--- config.mk ---
export PLATFORM = sky130hd
export DESIGN_NAME = bus_arbiter_rr
export DESIGN_NICKNAME = d
export VERILOG_FILES = /design/src/rtl/bus_arbiter_rr.sv
export SDC_FILE = /design/constraint.sdc
export NUM_CORES = 1
export LEC_CHECK = 0
export BUFFER_PORTS_ARGS = -buffer_cell sky130_fd_sc_hd__clkbuf_2
export CORE_MARGIN = 1
export CORE_UTILIZATION = 44
export DETAILED_ROUTE_END_ITERATION = 12
export PLACE_DENSITY = 0.75
export SKIP_CTS_REPAIR_TIMING = 1
export SLEW_MARGIN = 20
export SYNTH_ARGS = -nofsm -noshare
export SYNTH_HDL_FRONTEND = slang
export SYNTH_SLANG_ARGS = --single-unit
--- constraint.sdc ---
create_clock -name clk -period 2.3 [get_ports clk]
set_clock_uncertainty 0.2 [all_clocks]
set_input_delay 0.345 -clock clk [delete_from_list [all_inputs] [get_ports clk]]
set_output_delay 0.345 -clock clk [all_outputs]
set_load 0.02 [all_outputs]
--- src/rtl/bus_arbiter_rr.sv ---
// Two-device round-robin bus arbiter with registered, mutually exclusive grants,
// per-owner hold limit with preemption, and dead cycles between owners.
module bus_arbiter_rr #(
  parameter int MAX_HOLD    = 4,
  parameter int TURN_CYCLES = 1
) (
  input  logic       clk,
  input  logic       rst,
  input  logic       req_in1,
  input  logic       req_in2,
  output logic       gnt1,
  output logic       gnt2,
  output logic [1:0] owner,
  output logic [3:0] hold_cnt,
  output logic       preempt
);

  typedef enum logic [1:0] {IDLE, GNT1, GNT2, TURN} state_t;

  localparam logic [3:0] HOLD_MAX = 4'(MAX_HOLD);
  localparam logic [1:0] TURN_N   = 2'(TURN_CYCLES);

  state_t     state, state_nx;
  logic       last2, last2_nx;
  logic [1:0] turn_cnt, turn_cnt_nx;
  logic [3:0] hold_nx;
  logic       preempt_nx;
  logic       leave;
  logic       leave_last2;

  function automatic logic [3:0] sat_inc(input logic [3:0] v);
    return (v >= HOLD_MAX) ? HOLD_MAX : v + 4'd1;
  endfunction

  // On a tie the device that was not served last wins; last2 set means device 2.
  function automatic state_t arbitrate(input logic r1, input logic r2, input logic l2);
    if (r1 && r2) return l2 ? GNT1 : GNT2;
    if (r1)       return GNT1;
    if (r2)       return GNT2;
    return IDLE;
  endfunction

  function automatic logic [3:0] first_hold(input state_t s);
    return (s == GNT1 || s == GNT2) ? 4'd1 : 4'd0;
  endfunction

  always_comb begin
    state_nx    = state;
    last2_nx    = last2;
    turn_cnt_nx = turn_cnt;
    hold_nx     = hold_cnt;
    preempt_nx  = 1'b0;
    leave       = 1'b0;
    leave_last2 = last2;
    case (state)
      IDLE: begin
        state_nx = arbitrate(req_in1, req_in2, last2);
        hold_nx  = first_hold(state_nx);
      end
      GNT1: begin
        leave       = !req_in1 || (hold_cnt == HOLD_MAX && req_in2);
        leave_last2 = 1'b0;
        preempt_nx  = req_in1 && leave;
      end
      GNT2: begin
        leave       = !req_in2 || (hold_cnt == HOLD_MAX && req_in1);
        leave_last2 = 1'b1;
        preempt_nx  = req_in2 && leave;
      end
      TURN: begin
        if (turn_cnt <= 2'd1) begin
          state_nx = arbitrate(req_in1, req_in2, last2);
          hold_nx  = first_hold(state_nx);
        end else begin
          turn_cnt_nx = turn_cnt - 2'd1;
        end
      end
      default: state_nx = IDLE;
    endcase

    if (state == GNT1 || state == GNT2) begin
      if (leave) begin
        last2_nx = leave_last2;
        if (TURN_N != 2'd0) begin
          state_nx    = TURN;
          turn_cnt_nx = TURN_N;
          hold_nx     = 4'd0;
        end else begin
          // Zero turnaround: the next owner is chosen at the same edge.
          state_nx = arbitrate(req_in1, req_in2, leave_last2);
          hold_nx  = first_hold(state_nx);
        end
      end else begin
        hold_nx = sat_inc(hold_cnt);
      end
    end
  end

  always_ff @(posedge clk) begin
    if (rst) begin
      state    <= IDLE;
      last2    <= 1'b1;
      turn_cnt <= 2'd0;
      gnt1     <= 1'b0;
      gnt2     <= 1'b0;
      hold_cnt <= 4'd0;
      preempt  <= 1'b0;
    end else begin
      state    <= state_nx;
      last2    <= last2_nx;
      turn_cnt <= turn_cnt_nx;
      gnt1     <= (state_nx == GNT1);
      gnt2     <= (state_nx == GNT2);
      hold_cnt <= hold_nx;
      preempt  <= preempt_nx;
    end
  end

  assign owner = {gnt2, gnt1};

endmodule

== After elaboration in Yosys (flattened, before gate mapping) ==
Index checks and enable logic that the tools add are counted.

* ROM bits: 0
* Output and inout port bits: 9
* Memories kept: 0
* Word-level logic and storage cells: 88
* Bits of input ports: 4
* Register bits: 12
* Bits in latches: 0
* RAM bits: 0

* Reduce and logical (&&, ||, !) cells: 17
* Multiply operators: 0
* Shifts and indexed selects: 0
* Eq/ne operators: 11
* Mux-type cells: 49
* $lt $le $gt $ge: 2
* Div/mod/pow operators: 0
* Add/sub/neg operators: 2
* Bitwise logic cells: 0

{| class="wikitable"
|+ Operator list
! cell !! count
|-
| $mux 2 || 20
|-
| $mux 1 || 20
|-
| $mux 4 || 4
|-
| $eq 2x2->1 const B || 5
|-
| $eq 2x1->1 const B || 4
|-
| $pmux 4 s2 || 1
|-
| $pmux 1 s2 || 3
|-
| $logic_and 1x1->1 || 5
|-
| $logic_or 1x1->1 || 5
|-
| $add 4x1->4 const B || 1
|-
| $eq 4x3->1 const B || 1
|-
| $ge 4x3->1 const B || 1
|-
| $pmux 2 s2 || 1
|-
| $ne 3x3->1 const B || 1
|-
| $reduce_and 3->1 || 1
|-
| $reduce_bool 3->1 || 1
|-
| $le 2x1->1 const B || 1
|-
| $logic_not 1->1 || 2
|-
| $logic_not 2->1 || 1
|-
| $reduce_and 2->1 || 1
|-
| $reduce_bool 2->1 || 1
|-
| $sub 2x1->2 const B || 1
|}

== Longest topological paths before layout ==
* Word-level depth: 22
* Mapped depth: 7
* Depth with buffers taken out: 6

== Worst setup path after synthesis ==
OpenSTA, ideal clock, no wires.

* Path kind: reg-to-reg
* Start: reg hold_cnt[0]
* End: reg gnt1
* Arrival time: 1.588 ns
* Clock period less this slack: 1.875 ns
* Setup slack: 0.425 ns
* Data required time: 2.013 ns
* Stages on the path, launching flop included: 7
* Buffers on the path: 0
* Cell sequence: dfxtp_1 -> inv_1 -> ha_1 -> and4b_1 -> o21a_1 -> o21a_4 -> nor4b_4

* Cells in the longest elaborated chain, start to end: 7

{| class="wikitable"
|+ RTL lines
! item !! line !! RTL
|-
| start: declaration || 14 || <nowiki>output logic [3:0] hold_cnt,</nowiki>
|-
| start signal: assignment || 114 || <nowiki>hold_cnt <= hold_nx;</nowiki>
|-
| $eq 4x3->1 (*) || 61, 66 ||
|-
| $logic_and 1x1->1, on equally long branches || 66, 61 ||
|-
| $logic_or 1x1->1, on equally long branches || 66, 61 ||
|-
| $pmux 1 s2 (*) || 55 || <nowiki>case (state)</nowiki>
|-
| $mux 2 (*) || 82 || <nowiki>if (leave) begin</nowiki>
|-
| $mux 2 (*) || 81 || <nowiki>if (state == GNT1 || state == GNT2) begin</nowiki>
|-
| $eq 2x1->1 (*) || 112 || <nowiki>gnt1 <= (state_nx == GNT1);</nowiki>
|-
| end signal: assignment || 112 ||
|-
| end: declaration || 11 || <nowiki>output logic gnt1,</nowiki>
|}

Every way passes the cells marked *; elsewhere a longest branch is shown, timed or not.
A chain may end at the register's enable or synchronous reset.

== Worst setup path after layout ==
* Start: reg state[0]
* End: reg hold_cnt[0]

* Cells in the longest elaborated chain, start to end: 4

{| class="wikitable"
|+ RTL lines
! item !! line !! RTL
|-
| start: declaration || 23 || <nowiki>state_t state, state_nx;</nowiki>
|-
| start signal: assignment || 109 || <nowiki>state <= state_nx;</nowiki>
|-
| $eq 2x2->1 or $eq 2x1->1 (tied branches) || 55, 81 ||
|-
| $pmux 1 s2 or $logic_or 1x1->1 (tied branches) || 55, 81 ||
|-
| $mux 4 (tied with other cells) || 82 ||
|-
| $mux 4 or $reduce_and 2->1 (tied branches) || n/a ||
|}

Several ways; a longest one is shown, not always the timed one.

==> results.json <==
{
  "status": "finished, final reports clean",
  "clkLatencyLatePin_ps": 290,
  "end_kind": "flip-flop",
  "place_ws_ps": 363.1,
  "cp_max_fo": 10,
  "arrival_ps": 1940,
  "first_iter_violations": 16,
  "setup.worst_path.class": "flip-flop to flip-flop",
  "slew_violations": 0,
  "gp_congestion": 0.7843,
  "cts_tree": "yes",
  "routed_wl_um": 1508,
  "power_w": 0.0007841,
  "ios": 13,
  "async_flop_share_pct": 0,
  "path_clk_slew_ps": 100,
  "post_drt_wl_per_cell_um": 13.11,
  "synth-seq-area-share_pct": 31.17,
  "grt_max_degree": 11,
  "dr.pass1.iters": 6,
  "regArea_um2": 240.2,
  "grt_pass1_vias": 585,
  "synth.area.top_cells": "dfxtp_1 31%, ha_1 15%, nor4b_4 6.2%",
  "dp_hpwl_um": 1124,
  "final_nets": 113,
  "final_cell_count_no_fill": 115,
  "cts.path.max_buffers": 2,
  "drive_gt1_share_pct": 20.20,
  "startpoint_type": "flip-flop",
  "ys_warn_count": 0,
  "worstMarginPinSlew_ps": 409.3,
  "synth_edf_count": 0,
  "tns_ps": 0,
  "routed-via-count": 664,
  "ctsRootBufferMaster": "clkbuf_4",
  "viasPerCell": 5.774,
  "multi_input_area_um2": 460.4,
  "post-route-min-period_ps": 1955,
  "syn_inst": 87,
  "synth.ff_latch_count": 12,
  "antenna_cells": 0,
  "ys_types": 26,
  "yosysTopAreaCellShare_pct": 31.17,
  "p_per_area_nw_per_um2": 909.6,
  "finalSetupViolations": 0,
  "dpl.cell_count": 111,
  "die_h_um": 43.86,
  "netlist_area_um2": 770.7,
  "core-area_um2": 1577,
  "cp_data_required_time_ps": 2290,
  "cts.sink_count": 12,
  "ys.flop_type": "dfxtp_1",
  "hold_violations": 0,
  "grt_first_pass_wirelength_um": 2532,
  "hold_slack_ps": 115.9,
  "port_buffers": 12,
  "num_rows": 14,
  "cts.htree.levels": 1,
  "cts_buffers": 3,
  "vdd_drop_max_mv": 0.4847,
  "ys_top_cells_by_count": "12 x dfxtp_1, 12 x inv_1, 9 x ha_1, 9 x o21ai_0, 8 x a21oi_1",
  "antenna_found_initial": 0,
  "max_slew_margin_pct": 72.42,
  "synth_nets": 100,
  "rsz0062_at_grt": "no",
  "max_freq_mhz": 511.6,
  "p_leak_nw": 0.3870,
  "dieArea_um2": 1923,
  "max_cap_viol_count": 0,
  "post-route-period-util_pct": 84.98,
  "drc": 0,
  "synth_area_leader_cell": "dfxtp_1",
  "start_util_pct": 48.89,
  "hp-class": "input port to flip-flop",
  "setup_ws_ps": 345.5,
  "n_fill_cell": 144,
  "area_growth_pct": 11.85,
  "grt_usage_pct": 17.81,
  "overflow": 0,
  "antenna_left": 0,
  "synth_area_per_cell_um2": 8.859,
  "fp.dieW_um": 43.86
}
==> state kept, by name, indices dropped and copies added (netlist names) <==
name / flops
hold_cnt: 4
state: 2
turn_cnt: 2
gnt1: 1
gnt2: 1
last2: 1
preempt: 1
==> cells by family (layout without fill, tap and decap cells) <==
logic type	after synthesis	in the layout	share of synthesized area (%)
AOI/OAI and AO/OA	25	25	20.78
and+or+nand+nor	23	23	21.76
buffers and inverters	16	28	9.090
DFF	12	12	31.17
adders and majority gates	9	9	14.61
muxes	2	2	2.598
==> metrics by stage <==
| step | area, um^2 | util, % |
|---|---|---|
| 6_report | 862.1 | 54.68 |
| 3_5_place_dp | 825.8 | 52.38 |
| 5_1_grt | 862.1 | 54.68 |
| 4_1_cts | 862.1 | 54.68 |
| 3_3_place_gp | 825.8 | 52.38 |
| 2_1_floorplan | 770.7 | - |
==> placed cells by master, fill, tap and decap left out, types with 3 or more instances in the layout <==
cell	instances
inv_1	12
nand2b_1	3
ha_1	9
nor2_1	3
nand2_1	5
clkbuf_2	12
clkbuf_4	3
dfxtp_1	12
o21ai_0	9
a21oi_1	8
==> final cells by class <==
class,count,share of cell area [%]
multi-input combinational,59,53.41
tap,16,2.322
inverter,12,5.225
clock buffer,4,4.209
sequential,12,27.87
timing repair buffer,12,6.967
==> final timing paths <==
path                             startpoint     endpoint  slack, ps  depth (start not counted)
worst max-delay path               state[0]  hold_cnt[0]        350                          6
worst max register to register     state[0]  hold_cnt[0]        350                          6
worst min register to register  hold_cnt[1]  hold_cnt[1]        310                          2
worst min-delay path                req_in1      preempt        120                          3
==> power breakdown <==
group          leakage [nW]  internal (W)  switching (W)
Sequential           0.0977      0.000241      0.0000282
Combinational         0.268      0.000133       0.000200
Clock                0.0210     0.0000965      0.0000857
Total                 0.387      0.000470       0.000314
==> routing by layer <==
| metal | global-route usage [%] | routed length [um] |
|---|---|---|
| met1 | 23.41 | 705 |
| met3 | 3.750 | 94 |
| met2 | 28.36 | 682 |
| met5 | 0 | 0 |
| met4 | 7.273 | 25 |
==> worst max-delay path, cell delays in order (launching register included) <==
cell and delay, ps:
dfxtp_1 380, inv_1 100, ha_1 450, nand2b_1 120, a21oi_1 170, nand3_1 150
o32ai_1 300
No activity file was read; power rests on OpenSTA's default activity.
